**config.mk**
```make
export PLATFORM = sky130hd
export DESIGN_NAME = reqc_fifo_1r1w
export DESIGN_NICKNAME = d
export VERILOG_FILES = /design/src/rtl/axi_arb_pkg.sv /design/src/rtl/reqc_ram_1r1w.sv /design/src/rtl/reqc_fifo_1r1w.sv
export SDC_FILE = /design/constraint.sdc
export NUM_CORES = 1
export LEC_CHECK = 0
export BUFFER_PORTS_ARGS = -buffer_cell sky130_fd_sc_hd__buf_2
export CAP_MARGIN = 20
export CORE_MARGIN = 3
export CORE_UTILIZATION = 53
export DETAILED_ROUTE_END_ITERATION = 8
export GPL_ROUTABILITY_DRIVEN = 0
export PLACE_DENSITY = 0.75
export SLEW_MARGIN = 20
export SYNTH_ARGS = -nofsm -noshare
export SYNTH_HDL_FRONTEND = slang
export SYNTH_SLANG_ARGS = --single-unit
export TNS_END_PERCENT = 30
```
**constraint.sdc**
```tcl
create_clock -name clk -period 2.7 [get_ports clk]
set_input_delay 0.81 -clock clk [delete_from_list [all_inputs] [get_ports clk]]
set_output_delay 0.81 -clock clk [all_outputs]
set_load 0.005 [all_outputs]
```
**src/rtl/axi_arb_pkg.sv**
```systemverilog
// Shared constants for the AXI arbiter request path: default request FIFO
// geometry and the bit layout of a captured request payload.
package axi_arb_pkg;

   localparam int REQC_WIDTH = 36;
   localparam int REQC_DEPTH = 4;

   localparam int REQC_ADDR_LSB  = 0;
   localparam int REQC_ADDR_W    = 32;
   localparam int REQC_PROT_LSB  = 32;
   localparam int REQC_PROT_W    = 3;
   localparam int REQC_LOCK_BIT  = 35;

endpackage

```
**src/rtl/reqc_ram_1r1w.sv**
```systemverilog
// Generic one-read/one-write RAM: synchronous write, registered read address,
// read data taken from the array through the registered address. No reset.
module reqc_ram_1r1w #(
   parameter  int WIDTH = 36,
   parameter  int DEPTH = 4,
   localparam int AW    = $clog2(DEPTH)
) (
   input  logic             clk,
   input  logic [AW-1:0]    ram_radr,
   output logic [WIDTH-1:0] ram_rdata,
   input  logic [AW-1:0]    ram_wadr,
   input  logic [WIDTH-1:0] ram_wdata,
   input  logic             ram_wen
);

   logic [WIDTH-1:0] mem_q [DEPTH];
   logic [AW-1:0]    radr_q;

   always_ff @(posedge clk) begin
      if (ram_wen) begin
         mem_q[ram_wadr] <= ram_wdata;
      end
      radr_q <= ram_radr;
   end

   assign ram_rdata = mem_q[radr_q];

endmodule

```
**src/rtl/reqc_fifo_1r1w.sv**
```systemverilog
// Request-capture FIFO: 1r1w RAM behind a prefetched head register.
// Optional high-water mark output enabled by REQC_FIFO_STAT_EN.
module reqc_fifo_1r1w
   import axi_arb_pkg::*;
#(
   parameter  int WIDTH = REQC_WIDTH,
   parameter  int DEPTH = REQC_DEPTH,
   localparam int AW    = $clog2(DEPTH)
) (
   input  logic             clk,
   input  logic             rst,
   input  logic             in_valid,
   output logic             in_ready,
   input  logic [WIDTH-1:0] in_data,
   output logic             out_valid,
   input  logic             out_ready,
   output logic [WIDTH-1:0] out_data,
   output logic [AW:0]      level,
   output logic             full,
   output logic             empty
`ifdef REQC_FIFO_STAT_EN
   ,
   output logic [AW:0]      max_level
`endif
);

   if ((DEPTH < 2) || ((DEPTH & (DEPTH - 1)) != 0)) begin : g_depth_chk
      $error("reqc_fifo_1r1w: DEPTH must be a power of 2 and >= 2");
   end

   logic [AW-1:0]    wr_ptr_q, wr_ptr_d;
   logic [AW-1:0]    rd_ptr_q, rd_ptr_d;
   logic [AW:0]      level_q, level_d;
   logic             head_vld_q, head_vld_d;
   logic [WIDTH-1:0] head_q, head_d;

   logic             push, pop, ram_empty, ram_wen;
   logic [AW-1:0]    ram_radr;
   logic [WIDTH-1:0] ram_rdata;

   assign push      = in_valid && in_ready;
   assign pop       = head_vld_q && out_ready;
   // The head register holds one entry; the RAM holds everything behind it.
   assign ram_empty = (level_q == {{AW{1'b0}}, head_vld_q});

   always_comb begin
      wr_ptr_d   = wr_ptr_q;
      rd_ptr_d   = rd_ptr_q;
      level_d    = level_q;
      head_vld_d = head_vld_q;
      head_d     = head_q;
      ram_wen    = 1'b0;

      case ({push, pop})
         2'b10:   level_d = level_q + (AW+1)'(1);
         2'b01:   level_d = level_q - (AW+1)'(1);
         default: level_d = level_q;
      endcase

      if (pop) begin
         if (!ram_empty) begin
            head_d   = ram_rdata;
            rd_ptr_d = rd_ptr_q + AW'(1);
         end else if (push) begin
            head_d = in_data;
         end else begin
            head_vld_d = 1'b0;
         end
      end

      if (push) begin
         if (!head_vld_q) begin
            head_d     = in_data;
            head_vld_d = 1'b1;
         end else if (!(pop && ram_empty)) begin
            ram_wen  = 1'b1;
            wr_ptr_d = wr_ptr_q + AW'(1);
         end
      end
   end

   always_ff @(posedge clk) begin
      if (rst) begin
         wr_ptr_q   <= '0;
         rd_ptr_q   <= '0;
         level_q    <= '0;
         head_vld_q <= 1'b0;
      end else begin
         wr_ptr_q   <= wr_ptr_d;
         rd_ptr_q   <= rd_ptr_d;
         level_q    <= level_d;
         head_vld_q <= head_vld_d;
      end
   end

   always_ff @(posedge clk) begin
      head_q <= head_d;
   end

   // Read address runs one pointer ahead so ram_rdata always shows the next entry.
   assign ram_radr = rst ? '0 : rd_ptr_d;

   reqc_ram_1r1w #(
      .WIDTH (WIDTH),
      .DEPTH (DEPTH)
   ) u_ram (
      .clk       (clk),
      .ram_radr  (ram_radr),
      .ram_rdata (ram_rdata),
      .ram_wadr  (wr_ptr_q),
      .ram_wdata (in_data),
      .ram_wen   (ram_wen)
   );

`ifdef REQC_FIFO_STAT_EN
   logic [AW:0] max_level_q, max_level_d;

   assign max_level_d = (level_d > max_level_q) ? level_d : max_level_q;

   always_ff @(posedge clk) begin
      if (rst) begin
         max_level_q <= '0;
      end else begin
         max_level_q <= max_level_d;
      end
   end

   assign max_level = max_level_q;
`endif

   assign full      = (level_q == (AW+1)'(DEPTH));
   assign empty     = (level_q == '0);
   assign in_ready  = !full;
   assign out_valid = head_vld_q;
   assign out_data  = head_q;
   assign level     = level_q;

endmodule

```
==> results of run 1 <==
[path summary, 6_finish.rpt]
check / start / to / depth (start not counted)
setup / recovery: level[2]$_SDFFE_PP0P_ / full / 3
hold / removal: out_data[14]$_DFF_P_ / out_data[14]$_DFF_P_ / 1
setup reg to reg: level[2]$_SDFFE_PP0P_ / level[2]$_SDFFE_PP0P_ / 8
hold reg to reg: out_data[14]$_DFF_P_ / out_data[14]$_DFF_P_ / 1
[logic make-up (layout without fill, tap and decap cells)]
kind of cell	after synthesis	in the layout	synth area share, %
other cells	0	1	0
flops	190	190	66.9
simple gates	99	99	5.56
xor+xnor	4	4	0.447
buf+inv	75	177	4.12
compound gates	110	110	11.3
mux	38	38	10.6
fa+ha+maj	6	6	1.05
[cells in the mapped netlist (all sizes together), types with 4 or more instances]
library cell,instances
o21a,31
a211oi,34
a221o,4
mux4,36
inv,39
and3,4
nand2b,4
buf,11
o32ai,31
nor2,73
ha,5
clkbuf,25
dfxtp,46
edfxtp,144
and2,7
xor2,4
[layout make-up]
type	instances	area share, %
tap	180	2.47
timing repair buffer	106	7.16
clock inverter	15	1.41
inverter	39	1.61
multi-input combinational	257	25.1
antenna	1	0.0274
clock buffer	17	4.67
sequential	190	57.6
[placed cells by master, fill, tap and decap left out, drive strengths merged, types with 3 or more instances in the layout]
master	Yosys	routed
a211oi	34	34
a21oi	3	3
a221o	4	4
and2	7	7
and3	4	4
buf	11	106
clkbuf	25	17
clkinv	0	11
dfxtp	46	46
edfxtp	144	144
ha	5	5
inv	39	39
mux4	36	36
nand2	3	3
nand2b	4	4
nor2	73	73
o21a	31	31
o21ai	3	3
o32ai	31	31
xor2	4	4
[flip-flops by register name (all words and copies together) (netlist names), named ones only]
signal / cells
u_ram.mem_q: 144
out_data: 36
level: 3
u_ram.radr_q: 2
wr_ptr_q: 2
out_valid: 1
[routing by layer]
layer  wire length, µm  vias up
met3              1110       24
met5                10        -
met2              8710      187
li1                  -     2189
met4               255        2
met1              7310     2510
[per-stage QoR]
stage | instance area (µm²) | util [%] | total power (µW) | std cells | setup slack, ns
after CTS | 9110 | 64.4 | 6940 | 804 | 0.258
final | 9120 | 64.4 | 6910 | 805 | 0.263
after global placement | 8560 | 60.5 | 4560 | 772 | 0.317
after floorplan | 7840 | - | 4190 | 522 | 0.0370
after global routing | 9120 | 64.4 | 7180 | 805 | 0.140
after detailed placement | 8560 | 60.5 | 4610 | 772 | 0.273
[power breakdown]
| part | switching (µW) | internal, µW |
|---|---|---|
| Clock | 1020 | 1340 |
| Combinational | 529 | 484 |
| Sequential | 187 | 3350 |
==> results.md, run 1 <==
| Step | Parameter | This run |
|---|---|---|
| drt | Routed via count | 4912 |
| global route | Leftover overflow at the end of global routing | 0 |
| global route | GRT Util Overall | 21.9% |
| drt | Number of detailed-routing iterations run before antenna repair | 4 |
| critical path | Cells traversed along the worst timing path | or3b_1 > inv_1 > buf_2 |
| layout | Fraction of layout cells with a size suffix above 1 | 29.3% |
| die | Overall die width | 128 µm |
| logic synthesis | Most instantiated flip-flop cell in the synthesis netlist | edfxtp_1 |
| drt | Post-DRT Antenna Nets | 0 |
| timing | Setup repair after global routing missed its margin | false |
| timing | Shortest clock period the worst path allows after layout | 2.44 ns |
| critical path | Sort of element at the start of the critical path | flop |
| clock tree | CTS root buf | clkbuf_16 |
| timing | Setup Total Neg Slack | 0 ns |
| clock tree | Buffers from clock root to sink, at most | 2 |
| logic synthesis | Syn. warnings | 0 |
| global route | Initial antenna violation count | 2 |
| timing | Final-report max-slew violation count | 0 |
| flow run | Max-cap violations | 0 |
| timing | Final number of setup-violating endpoints | 0 |
| timing | Timing-limited maximum frequency | 410 MHz |
| critical path | Critical path capture point type | output port |
| timing | Period utilization | 90.3% |
| die | Area inside the core boundary | 14100 µm² |
| pwr | Worst IR Drop VDD | 0.000522 V |
| global route | Met3 demand-to-capacity share in global routing | 5.64% |
| global route | Wire length of the first global-routing pass | 26900 µm |
| drt | Vias per std cell | 6.10 |
| critical path | Arrival time at the worst endpoint | 1.63 ns |
| drt | Routed wire length | 17400 µm |
| die | Die height | 128 µm |
| global route | Grt peak-use layer | met2 |
| clock tree | Post-CTS Hold Buffers | 0 |
| timing | Hold slack | 0.482 ns |
| die | Total Die Area | 16300 µm² |
| clock tree | Clock Pin Slew Worst Setup and Hold Paths | 0.06 ns |
| layout | Multi-input gate area | 2290 µm² |
| min path | HP Class | flop to flop |
| logic synthesis | Number of nets produced by synthesis | 568 |
| logic synthesis | Cell area after technology mapping | 7840 µm² |
| layout | Fill cell instance count of the final layout | 992 |
| critical path | Worst R2R Setup Slack | 0.41 ns |
| logic synthesis | FF+latch count, synth | 190 |
| logic synthesis | Number of synthesized flops with an enable pin | 144 |
| die | Site Rows | 43 |
| global route | Number of global-route vias before repair | 4923 |
| clock tree | Number of gates resized after CTS | 0 |
| clock tree | Setup Fix Bufs, Post-CTS | 0 |
| logic synthesis | Fraction of synthesis flops using an asynchronous set or reset pin | 0% |
| clock tree | TritonCTS clock tree | built |
| critical path | Category of cells accounting for the largest share of critical-path delay | flip-flops |
| clock tree | H-tree levels | 4 |
| logic synthesis | Sequential cell area fraction in the yosys report | 66.9% |
| layout | Layout Area Growth over Synthesis | 16.3% |
| placement | Half-perimeter wire length after detailed placement | 10700 µm |
| pwr | Static leakage power | 0.00326 µW |
| drt | Detailed Route Iter0 Violations | 515 |
| global route | Largest net degree at the start of global routing | 35 |
| clock tree | Insertion delay to the later sink of the worst-skew pair | 0.43 ns |
| die | Count of boundary I/O pins | 83 |
| placement | Port buffer count | 82 |
| logic synthesis | Share of the synthesized area in the top cell type | 55.2% |
| timing | Clock skew after layout | 0.00655 ns |
| logic synthesis | Gate count of the mapped netlist | 522 |
| clock tree | Cts bufs inserted | 17 |
| layout | Area taken by flip-flops and latches | 5250 µm² |
| logic synthesis | Library cells used by synthesis | 35 |
| logic synthesis | Cell taking the most area after synthesis | edfxtp_1 |
| layout | Final net count | 657 |
| critical path | Largest driver fanout on the critical path | 10 |
| timing | Normalized max-slew margin | 52.6% |
| critical path | Required time of the worst setup path | 1.89 ns |
| logic synthesis | Largest cells by area after synthesis | edfxtp_1 (55%), dfxtp_1 (12%), mux4_2 (10%) |
| logic synthesis | Syn_area_per_cell | 15.0 µm² |
| critical path | Slowest stage cell, crit path | dfxtp_1 |
| drt | Number of DRC violations after detailed routing | 0 |
| clock tree | # clock sinks | 190 |
| global route | Met1 global-route usage | 29.4% |
| global route | Met2 capacity usage during global routing | 35.1% |
| critical path | Buf+Inv Stages, Crit Path | 2 |
| die | Initial core utilization | 55.4% |
| pwr | Power per cell area | 759 nW/µm² |
| critical path | Largest incremental delay on the critical path | 0.49 ns |
| status | Outcome | completed |
| critical path | Critical path start-end classification | flop to output port |
| timing | Actual slew at the worst max-slew pin | 0.707 ns |
| drt | Detail-routed net length per standard cell | 21.6 µm |
| timing | Number of hold violations in the final report | 0 |
Power figures use the tool's default switching activity.
==> run 2: changes to the inputs <==
Settings changed: CORE_UTILIZATION 53 to 35, MAX_ROUTING_LAYER set to met4, PLACE_DENSITY 0.75 to 0.53, SYNTH_HIERARCHICAL set to 1.
==> results.md, run 2 <==
| Step | Parameter | This run | vs previous |
|---|---|---|---|
| status | Outcome | completed |  |
| layout | Fill cell instance count of the final layout | 1795 | +81% |
| min path | Worst Hold End | out_data[8]$_DFF_P_ |  |
| clock tree | Setup Fix Bufs, Post-CTS | 0 | unchanged |
| timing | Shortest clock period the worst path allows after layout | 2.40 ns | -0.0399 ns |
| critical path | Largest incremental delay on the critical path | 0.48 ns | about the same |
| layout | Fraction of layout cells with a size suffix above 1 | 32.8% | +3.5 points |
| global route | Leftover overflow at the end of global routing | 0 | unchanged |
| logic synthesis | Most instantiated cells after synthesis | edfxtp_1 (144), dfxtp_1 (46), nand2_1 (40), a22oi_1 (34), mux4_2 (30) |  |
| pwr | Power per cell area | 795 nW/µm² | +4.8% |
| timing | Period utilization | 88.8% | -1.5 points |
| pwr | Static leakage power | 0.00299 µW | -8.3% |
| drt | Detail-routed net length per standard cell | 19.6 µm | -9.4% |
| die | Count of boundary I/O pins | 83 | unchanged |
| timing | Post-route setup slack | 0.303 ns | +0.0399 ns |
| critical path | RR Endpoint | level[2]$_SDFFE_PP0P_ |  |
| timing | Clock skew after layout | 0.00821 ns | +0.00166 ns |
| critical path | Cells traversed along the worst timing path | or3b_1 > nand2_1 > ha_1 > inv_1 > fa_1 > xor2_1 > or3_1 > a21oi_1 |  |
| drt | Number of detailed-routing iterations run before antenna repair | 4 | unchanged |
| global route | Number of global-route vias before repair | 4086 | -17% |
| die | Total Die Area | 22400 µm² | +37% |
| critical path | Required time of the worst setup path | 3.05 ns | +1.16 ns |
| logic synthesis | Largest cells by area after synthesis | edfxtp_1 (60%), dfxtp_1 (13%), mux4_2 (9.4%) |  |
| clock tree | Buffers from clock root to sink, at most | 2 | unchanged |
| layout | Final net count | 550 | -16% |
| pwr | Sw frac | 23.5% | -1.7 points |
| clock tree | Clock Pin Slew Worst Setup and Hold Paths | 0.07 ns | about the same |
| logic synthesis | FF+latch count, synth | 190 | unchanged |
| timing | Actual slew at the worst max-slew pin | 0.714 ns | +0.00677 ns |
| drt | Vias per std cell | 5.02 | -18% |
| timing | Number of hold violations in the final report | 0 | unchanged |
| die | Die height | 150 µm | +17% |
| layout | Commonest cells after routing, fill and taps aside | edfxtp_1 (144), buf_2 (82), dfxtp_1 (44) |  |
| logic synthesis | Share of the synthesized area in the top cell type | 59.9% | +4.8 points |
| pwr | Worst IR Drop VDD | 0.000392 V | -25% |
| critical path | Largest driver fanout on the critical path | 10 | unchanged |
| logic synthesis | Sequential cell area fraction in the yosys report | 72.7% | +5.8 points |
| logic synthesis | Cell with the most instances after synthesis | edfxtp_1 |  |
| global route | Largest net degree at the start of global routing | 38 | +8.6% |
| timing | Final number of setup-violating endpoints | 0 | unchanged |
| clock tree | Cts bufs inserted | 17 | unchanged |
| pwr | Seq pwr share | 50.4% | -0.8 points |
| logic synthesis | Cell taking the most area after synthesis | edfxtp_1 |  |
| layout | Multi-input gate area | 1800 µm² | -21% |
| critical path | Arrival time at the worst endpoint | 2.75 ns | +1.12 ns |
| critical path | Sort of element at the start of the critical path | flop |  |
| logic synthesis | Library cells used by synthesis | 38 | +8.6% |
| die | Initial core utilization | 36.4% | -19 points |
| placement | Count of placed standard cells including taps | 754 | -2.3% |
| clock tree | CTS root buf | clkbuf_16 |  |
| placement | Setup Slack @ Placement | 0.165 ns | -0.108 ns |
| die | Site Rows | 51 | +19% |
| pwr | Combinational share of power | 12.4% | -2.3 points |
| critical path | Worst-case reg-to-reg path depth | 8 | unchanged |
| layout | Largest Register | u_ram/mem_q |  |
| clock tree | H-tree levels | 4 | unchanged |
| timing | Final-report max-slew violation count | 0 | unchanged |
| timing | Setup repair after global routing missed its margin | false |  |
| clock tree | TritonCTS clock tree | built |  |
| pwr | Portion of total power attributed to the clock network | 37.2% | +3.0 points |
| layout | Filler-free cell count of the finished design | 789 | -2.0% |
| drt | Post-DRT Antenna Nets | 0 | unchanged |
| logic synthesis | Number of synthesized flops with an enable pin | 144 | unchanged |
| drt | Detailed Route Iter0 Violations | 251 | -51% |
| logic synthesis | Syn_area_per_cell | 17.4 µm² | +16% |
| critical path | Reg2Reg Launch Point | level[2]$_SDFFE_PP0P_ |  |
| min path | Start point of the worst hold path | out_data[8]$_DFF_P_ |  |
| timing | Setup Total Neg Slack | 0 ns | unchanged |
| clock tree | # clock sinks | 190 | unchanged |
| placement | Half-perimeter wire length after detailed placement | 9180 µm | -15% |
| timing | Timing-limited maximum frequency | 417 MHz | +1.7% |
| layout | Largest register FFs | 144 | unchanged |
| layout | Layout Area Growth over Synthesis | 20.3% |  |
| logic synthesis | Most instantiated flip-flop cell in the synthesis netlist | edfxtp_1 |  |
| drt | Routed via count | 3960 | -19% |
| global route | Wire length of the first global-routing pass | 23800 µm | -11% |
| drt | Routed wire length | 15500 µm | -11% |
| clock tree | Number of gates resized after CTS | 0 | unchanged |
| layout | Utilization after layout | 43.7% | -21 points |
| flow run | Max-cap violations | 0 | unchanged |
| timing | Normalized max-slew margin | 52.2% | -0.35 points |
| layout | Area taken by flip-flops and latches | 5250 µm² | unchanged |
| logic synthesis | Fraction of synthesis flops using an asynchronous set or reset pin | 0% | unchanged |
| global route | Initial antenna violation count | 3 | +1 |
| global route | GRT Util Overall | 14.8% | -7.1 points |
| drt | Number of DRC violations after detailed routing | 0 | unchanged |
| die | Overall die width | 150 µm | +17% |
| pwr | Total internal power | 5280 µW | +2.1% |
| min path | HP Class | flop to flop |  |
| critical path | Critical path start-end classification | flop to flop |  |
| critical path | Worst R2R Setup Slack | 0.30 ns | -0.11 ns |
| min path | Worst hold path depth | 2 | +1 |
| pwr | Psw | 1620 µW | -7.1% |
| die | Area inside the core boundary | 19800 µm² | +40% |
| logic synthesis | Gate count of the mapped netlist | 415 | -20% |
| clock tree | Post-CTS Hold Buffers | 0 | unchanged |
| clock tree | Insertion delay to the later sink of the worst-skew pair | 0.42 ns | about the same |
| placement | Port buffer count | 82 | unchanged |
| critical path | Critical path capture point type | flop |  |
| logic synthesis | Cell area after technology mapping | 7210 µm² | -7.9% |
| layout | Most common cell after layout, fill and taps aside | edfxtp_1 |  |
| critical path | Slowest stage cell, crit path | dfxtp_1 |  |
| logic synthesis | Number of nets produced by synthesis | 457 | -20% |
| logic synthesis | Syn. warnings | 6 | +6 |
## run 2: cell count changes after synthesis, sizes merged, moves of 6 or more
cell	before	now
buf	11	17
inv	39	5
o21ai	3	40
a211oi	34	1
clkbuf	25	8
o32ai	31	0
nor2	73	9
o21a	31	0
nand2	3	40
a22oi	0	34
## run 2: stage by stage
step | instance area (µm²) | power [µW] | hold slack [ns]
global placement | 8060 | 4400 | 0.503
detailed placement | 8060 | 4420 | 0.520
CTS | 8670 | 6990 | 0.536
finish | 8680 | 6900 | 0.529
global route | 8680 | 7210 | 0.565
floorplan | 7230 | 4020 | 0.485
## run 2: routing by layer
metal | wire (µm) | vias up | global-route usage (%)
li1 | - | 1834 | -
met1 | 7230 | 2029 | 19.4
met2 | 7350 | 81 | 23.1
met3 | 670 | 16 | 3.66
met4 | 203 | 0 | 4.39
met5 | 0 | - | -
## run 2: cells by family after synthesis
logic type | Yosys count | synth area share (%)
flip-flops | 190 | 72.7
AO/OA/AOI/OAI | 83 | 7.35
AND/OR/NAND/NOR | 69 | 4.47
multiplexers | 37 | 11.7
buffers and inverters | 30 | 2.84
XOR/XNOR | 4 | 0.486
adder cells (fa/ha/maj) | 2 | 0.451
## run 2: final cells by class
type	instances	area share, %
flip-flops and latches	190	60.5
multi-input cells	195	20.7
repair buffers	99	7.64
clock buffers	20	5.26
well taps	265	3.82
clock inverters	12	1.82
inverters	5	0.216
diodes	3	0.0865
## run 2: power groups by stage
stage	Clock, µW	Combinational [µW]	Sequential [µW]
5_1_grt	2760	955	3500
6_report	2570	855	3480
3_3_place_gp	0	863	3530
4_1_cts	2640	878	3480
3_5_place_dp	0	875	3540
2_1_floorplan	0	498	3520
## run 2: worst max path at each step
stage                     startpoint                     endpoint  slack [ns]  cells after the start
3_3_place_gp               out_ready        level[2]$_SDFFE_PP0P_        0.25                      8
3_5_place_dp               out_ready        level[2]$_SDFFE_PP0P_        0.16                      8
4_1_cts        level[2]$_SDFFE_PP0P_                         full        0.29                      3
5_1_grt        level[2]$_SDFFE_PP0P_        level[2]$_SDFFE_PP0P_        0.15                      8
2_1_floorplan              out_ready  u_ram/mem_q[0][0]$_DFFE_PP_        0.14                      4
6_report       level[2]$_SDFFE_PP0P_        level[2]$_SDFFE_PP0P_        0.30                      8
## run 2: critical path: cells and delay by family (launching register included)
family / cells / cell delay (ns)
simple gates: 3 / 0.91
fa+ha+maj: 2 / 0.59
flops: 1 / 0.48
xor+xnor: 1 / 0.16
compound gates: 1 / 0.14
buf+inv: 1 / 0.06
